`config.mk`:
```
export PLATFORM = sky130hd
export DESIGN_NAME = instruction_loader_flat
export DESIGN_NICKNAME = d
export VERILOG_FILES = /design/src/rtl/instruction_loader_pkg.sv /design/src/rtl/instruction_loader_if.sv /design/src/rtl/instruction_loader.sv /design/src/flat_wrapper.sv
export SDC_FILE = /design/constraint.sdc
export NUM_CORES = 1
export LEC_CHECK = 0
export ABC_AREA = 1
export BUFFER_PORTS_ARGS = -buffer_cell sky130_fd_sc_hd__buf_2
export CORE_ASPECT_RATIO = 0.5
export CORE_MARGIN = 4
export CORE_UTILIZATION = 53
export DETAILED_ROUTE_END_ITERATION = 12
export PLACE_DENSITY = 0.76
export SYNTH_ARGS = -nofsm -noshare
export SYNTH_HDL_FRONTEND = slang
export SYNTH_SLANG_ARGS = --single-unit
```
`constraint.sdc`:
```
create_clock -name clk -period 1.7 [get_ports clk]
set_input_delay 0.34 -clock clk [delete_from_list [all_inputs] [get_ports clk]]
set_output_delay 0.34 -clock clk [all_outputs]
set_load 0.02 [all_outputs]
```
`src/rtl/instruction_loader_pkg.sv`:
```
// Shared definitions for the instruction loader: FSM states, the legal word-count limit
// and the byte2 bits that must be zero.
package loader_pkg;

   localparam int MAX_WORDS = 4096;

   // Only byte2[2:0] carry instruction bits; anything set above them is a malformed word.
   localparam logic [7:0] B2_RSVD_MASK = 8'hF8;

   typedef enum logic [3:0] {
      HDR_LO,
      HDR_HI,
      B0,
      B1,
      B2,
      WRITE,
      CHK,
      DONE,
      ERROR
   } state_t;

endpackage

```
`src/rtl/instruction_loader_if.sv`:
```
// Byte-stream input and instruction-memory write port of the loader.
// The master side is the loader; the slave side is the byte source plus the memory.
interface instruction_loader_if #(
   parameter int ADDR_W  = 12,
   parameter int INSTR_W = 19
);
   logic               byte_valid;
   logic [7:0]         byte_data;
   logic               byte_ready;
   logic               imem_we;
   logic [ADDR_W-1:0]  imem_addr;
   logic [INSTR_W-1:0] imem_wdata;

   modport master (
      input  byte_valid, byte_data,
      output byte_ready, imem_we, imem_addr, imem_wdata
   );

   modport slave (
      output byte_valid, byte_data,
      input  byte_ready, imem_we, imem_addr, imem_wdata
   );
endinterface

```
`src/rtl/instruction_loader.sv`:
```
// Purpose: parse a counted, checksummed byte stream into instruction-memory writes, then release core_rst.
// Latency: one cycle per accepted byte, one WRITE cycle per word, done/error registered one edge later.
// Backpressure: byte_ready drops during WRITE and stays low once DONE or ERROR is reached.
module instruction_loader #(
   parameter int ADDR_W    = 12,
   parameter int INSTR_W   = 19,
   parameter int MAX_WORDS = 4096
) (
   input  logic                 clk,
   input  logic                 rst,
   instruction_loader_if.master bus,
   output logic                 core_rst,
   output logic                 done,
   output logic                 error
);
   import loader_pkg::*;

   localparam logic [16:0] MAX_N = 17'(MAX_WORDS);

   state_t          state;
   logic [15:0]     count;
   logic [ADDR_W:0] idx;
   logic [7:0]      csum;
   logic [15:0]     asm_lo;

   logic            xfer;
   logic [15:0]     hdr_n;
   logic [ADDR_W:0] idx_inc;
   logic            last_word;

   assign xfer    = bus.byte_valid & bus.byte_ready;
   assign hdr_n   = {bus.byte_data, count[7:0]};
   assign idx_inc = idx + (ADDR_W + 1)'(1);
   // idx carries one extra bit so a full MAX_WORDS load still compares correctly.
   assign last_word = (32'(idx_inc) == 32'(count));

   always_ff @(posedge clk) begin
      if (rst) begin
         state          <= HDR_LO;
         count          <= '0;
         idx            <= '0;
         csum           <= '0;
         asm_lo         <= '0;
         bus.byte_ready <= 1'b1;
         bus.imem_we    <= 1'b0;
         bus.imem_addr  <= '0;
         bus.imem_wdata <= '0;
         core_rst       <= 1'b1;
         done           <= 1'b0;
         error          <= 1'b0;
      end else begin
         case (state)
            HDR_LO: begin
               if (xfer) begin
                  count[7:0] <= bus.byte_data;
                  csum       <= bus.byte_data;
                  state      <= HDR_HI;
               end
            end
            HDR_HI: begin
               if (xfer) begin
                  count[15:8] <= bus.byte_data;
                  csum        <= csum ^ bus.byte_data;
                  if (hdr_n == 16'd0) begin
                     state <= CHK;
                  end else if ({1'b0, hdr_n} > MAX_N) begin
                     state          <= ERROR;
                     bus.byte_ready <= 1'b0;
                     error          <= 1'b1;
                  end else begin
                     state <= B0;
                  end
               end
            end
            B0: begin
               if (xfer) begin
                  asm_lo[7:0] <= bus.byte_data;
                  csum        <= csum ^ bus.byte_data;
                  state       <= B1;
               end
            end
            B1: begin
               if (xfer) begin
                  asm_lo[15:8] <= bus.byte_data;
                  csum         <= csum ^ bus.byte_data;
                  state        <= B2;
               end
            end
            B2: begin
               if (xfer) begin
                  if ((bus.byte_data & B2_RSVD_MASK) != 8'h00) begin
                     state          <= ERROR;
                     bus.byte_ready <= 1'b0;
                     error          <= 1'b1;
                  end else begin
                     csum           <= csum ^ bus.byte_data;
                     bus.imem_wdata <= INSTR_W'({bus.byte_data[2:0], asm_lo});
                     bus.imem_addr  <= idx[ADDR_W-1:0];
                     bus.imem_we    <= 1'b1;
                     bus.byte_ready <= 1'b0;
                     state          <= WRITE;
                  end
               end
            end
            WRITE: begin
               bus.imem_we    <= 1'b0;
               bus.byte_ready <= 1'b1;
               idx            <= idx_inc;
               state          <= last_word ? CHK : B0;
            end
            CHK: begin
               if (xfer) begin
                  bus.byte_ready <= 1'b0;
                  if (bus.byte_data == csum) begin
                     state    <= DONE;
                     core_rst <= 1'b0;
                     done     <= 1'b1;
                  end else begin
                     state <= ERROR;
                     error <= 1'b1;
                  end
               end
            end
            DONE, ERROR: begin
               // Terminal until rst; incoming bytes are refused.
            end
            default: begin
               state          <= ERROR;
               bus.byte_ready <= 1'b0;
               bus.imem_we    <= 1'b0;
               core_rst       <= 1'b1;
               done           <= 1'b0;
               error          <= 1'b1;
            end
         endcase
      end
   end

endmodule

```
`src/flat_wrapper.sv`:
```
// flat-port wrapper written by rule: the top's interface ports become plain ports
module instruction_loader_flat import loader_pkg::*;
#(
   parameter int ADDR_W    = 12,
   parameter int INSTR_W   = 19,
   parameter int MAX_WORDS = 4096
)
  (clk, rst, core_rst, done, error, bus_byte_valid, bus_byte_data, bus_byte_ready, bus_imem_we, bus_imem_addr, bus_imem_wdata);
  instruction_loader_if #(.ADDR_W(ADDR_W), .INSTR_W(INSTR_W)) bus_i ();
  input  logic clk;
  input  logic rst;
  output logic core_rst;
  output logic done;
  output logic error;
  input wire logic [$bits(bus_i.byte_valid)-1:0] bus_byte_valid;
  input wire logic [$bits(bus_i.byte_data)-1:0] bus_byte_data;
  output wire logic [$bits(bus_i.byte_ready)-1:0] bus_byte_ready;
  output wire logic [$bits(bus_i.imem_we)-1:0] bus_imem_we;
  output wire logic [$bits(bus_i.imem_addr)-1:0] bus_imem_addr;
  output wire logic [$bits(bus_i.imem_wdata)-1:0] bus_imem_wdata;
  assign bus_i.byte_valid = bus_byte_valid;
  assign bus_i.byte_data = bus_byte_data;
  assign bus_byte_ready = bus_i.byte_ready;
  assign bus_imem_we = bus_i.imem_we;
  assign bus_imem_addr = bus_i.imem_addr;
  assign bus_imem_wdata = bus_i.imem_wdata;
  instruction_loader #(.ADDR_W(ADDR_W), .INSTR_W(INSTR_W), .MAX_WORDS(MAX_WORDS)) u_core (.clk(clk), .rst(rst), .bus(bus_i), .core_rst(core_rst), .done(done), .error(error));
endmodule
```
==> results.py <==
metrics = {
    "yosys": {
        "yosysWarnings": 0,
        "synth_cell_types": 39,
        "synth_largest_area_cell": "dfxtp_1",
        "seq_area_frac_synth_pct": 43.2,
        "syn-num-nets": 613,
        "synthFlopType": "dfxtp_1",
        "syn_area_um2": 4310,
        "synth-edff-count": 0,
        "yosysTopAreaCellShare_pct": 43.2,
        "avgSynthCellArea_um2": 7.18,
        "ys_ff_latch": 93,
        "ys_top_cells_by_area": "dfxtp_1, nand2_1, a21oi_1",
        "syn_inst": 601,
        "synth.most_common_cell": "nand2_1",
        "yosys-top-cells-count": "nand2_1, dfxtp_1, a21oi_1, nor2_1, o21ai_0",
        "async_flop_share_pct": 0,
    },
    "detailed_routing": {
        "vias": 4251,
        "drc": 0,
        "first_pass_iters": 4,
        "vias_per_cell": 5.37,
        "drt-total-wl_um": 11800,
        "ant_nets": 0,
        "drt_iter0_markers": 305,
        "wl_per_cell_um": 14.9,
    },
    "setup_path": {
        "path_common_cell": "nand2_1",
        "ff2ff_path_depth": 13,
        "arrival_ps": 1960,
        "r2r_slack_ps": -40,
        "cpPeakStageDelay_ps": 370,
        "critPathTopFamily": "simple AND/OR/NAND/NOR gates",
        "startpoint": "u_core.idx[1]",
        "critPathLaunchType": "flop",
        "cp.required_ps": 1920,
        "crit_fanout": 4,
        "crit_path_end_kind": "flop",
        "crit_type": "flop to flop",
        "critPathBufInv": 2,
        "timing.rr.start": "u_core.idx[1]",
        "worstPathCellList": "buf_4 > nand2_2 > nor2_4 > buf_12 > nand2_1 > xor2_1 > nand2_1 > nand3_1 > nor2_1 > nand2_1 > nand2_1 > nand2_1 > a21oi_2",
        "cp_slowest_cell": "dfxtp_4",
        "r2r_end": "u_core.state[2]",
    },
    "min_path": {
        "holdCritStartpoint": "bus_byte_data[4]",
        "min_to": "u_core.asm_lo[4]",
        "hold_depth": 3,
        "worstHoldPathType": "input port to flop",
    },
    "floorplan": {
        "dieArea_um2": 9730,
        "initial_core_util_pct": 56.6,
        "coreArea_um2": 7620,
        "placement_rows": 22,
        "die_w_um": 136,
        "io_pins": 47,
        "fp.dieH_um": 71.8,
    },
    "cts": {
        "clock_latency_ps": 350,
        "cts_buffer_depth": 2,
        "cts.sinks": 93,
        "cts_tree": "yes",
        "htreeDepth": 3,
        "cts_buffers": 9,
        "cts_hold_buf": 0,
        "cts-root-buf": "clkbuf_16",
        "clkTransAtPathRegs_ps": 70,
    },
    "place": {
        "place_inst": 765,
        "port_buffers": 46,
        "post-place-ws_ps": -54.8,
        "dp_hpwl_um": 7690,
        "gp_congestion": 0.886,
    },
    "global_route": {
        "overflow": 0,
        "grt_pass1_wl_um": 18500,
        "grt_pass1_vias": 3762,
        "grt_use_total_pct": 23.7,
        "antenna_found_initial": 0,
        "grt_max_degree": 62,
    },
    "sta": {
        "hold_viol_final": 0,
        "fin_ws_ps": -38.4,
        "hold_ws_ps": 328,
        "finalSetupViolCount": 1,
        "rsz0062_at_grt": "yes",
        "finalCritPeriodShare_pct": 102,
        "slew_headroom_pct": 67.3,
        "fmax_mhz": 575,
        "period_needed_ps": 1740,
        "fin_skew_ps": 7.06,
        "drv_slew": 0,
        "worst_pin_slew_ps": 489,
    },
    "pwr": {
        "p_per_area_nw_per_um2": 1200,
        "power_mw": 6.45,
        "ir_worst_vdd_v": 0.000631,
        "p_leak_nw": 2.36,
    },
    "outcome": {
        "status": "complete, but fails checks",
        "violations": "setup timing",
    },
    "finish": {
        "final_cells": 791,
        "diodes": 0,
        "fillers": 634,
        "fin_nets": 690,
        "synthToLayoutAreaGrowth_pct": 25.1,
        "drive_gt1_share_pct": 22.8,
    },
    "run": {
        "max-cap-violations": 0,
    },
}
[final cells by class]
cell class / count / area, µm² / share of cell area (%)
multi-input combinational: 420 / 2140 / 39.6
sequential: 93 / 1880 / 34.8
timing repair buffer: 97 / 732 / 13.6
clock inverter: 6 / 71.3 / 1.32
clock buffer: 10 / 229 / 4.24
inverter: 57 / 214 / 3.96
tap: 108 / 135 / 2.50
[cell families after synthesis]
kind of cell | count (synthesis) | share of synthesized area [%]
adder cells (fa/ha/maj) | 1 | 0.290
flip-flops | 93 | 43.2
AO/OA/AOI/OAI | 152 | 18.4
buffers and inverters | 88 | 8.64
XOR/XNOR | 13 | 2.96
AND/OR/NAND/NOR | 254 | 26.5
[registers in the layout (all words and copies together) (netlist names)]
signal / cells
u_core.csum: 8
u_core.core_rst: 1
u_core.idx: 13
u_core.count: 16
u_core.state: 4
u_core.bus.imem_we: 1
u_core.done: 1
u_core.bus.imem_wdata: 19
u_core.bus.imem_addr: 12
u_core.asm_lo: 16
u_core.bus.byte_ready: 1
u_core.error: 1
[tightest hold or removal path: stages]
cell	delay, ps
buf_2	140
nand3_1	90
a21oi_1	60
[per-stage QoR]
step | area, µm² | util, % | setup TNS [ps]
2_1_floorplan | 4310 | - | 0
3_3_place_gp | 4870 | 63.8 | -369
3_5_place_dp | 4870 | 63.8 | -179
4_1_cts | 5190 | 68.0 | 0
5_1_grt | 5400 | 70.8 | -1250
6_report | 5400 | 70.8 | -38.4
[how the worst max path moves through the flow]
stage / to / slack (ps) / cells after the start
2_1_floorplan: u_core.asm_lo[7] / 90 / 6
3_3_place_gp: u_core.state[2] / -110 / 11
3_5_place_dp: u_core.error / -50 / 10
4_1_cts: u_core.error / 10 / 7
5_1_grt: u_core.state[2] / -180 / 14
6_report: u_core.state[2] / -40 / 13
[layout by cell type, fill, tap and decap left out, types with 8 or more instances in the layout]
| master | synthesis | layout |
|---|---|---|
| o21ai_1 | 13 | 13 |
| nor2_1 | 65 | 64 |
| a21oi_1 | 65 | 64 |
| nand2_1 | 110 | 108 |
| inv_1 | 51 | 49 |
| dfxtp_1 | 93 | 87 |
| nand3_1 | 47 | 46 |
| buf_4 | 3 | 42 |
| nor2_4 | 5 | 8 |
| o21ai_0 | 59 | 58 |
| buf_2 | 12 | 46 |
| clkbuf_16 | 0 | 12 |
[routing by layer]
layer	track usage (%)	vias up	part of all wire (%)
met5	0	-	0
met4	6.37	0	1.5
met3	6.17	16	7.8
met2	35.5	161	42
met1	34.0	1942	49
li1	-	2132	-
[repair_timing]
action / 4_1_cts / 5_1_grt
setup endpoints to repair: 1 / 41
pin swaps: 1 / 6
gates cloned: 0 / 4
buffers inserted: 0 / 6
resized for setup: 5 / 20
[power breakdown]
part / internal, mW / switching, mW
clock network: 1.15 / 0.896
logic: 0.780 / 1.10
registers: 2.39 / 0.135
total: 4.32 / 2.13
No activity file was read; power rests on OpenSTA's default activity.
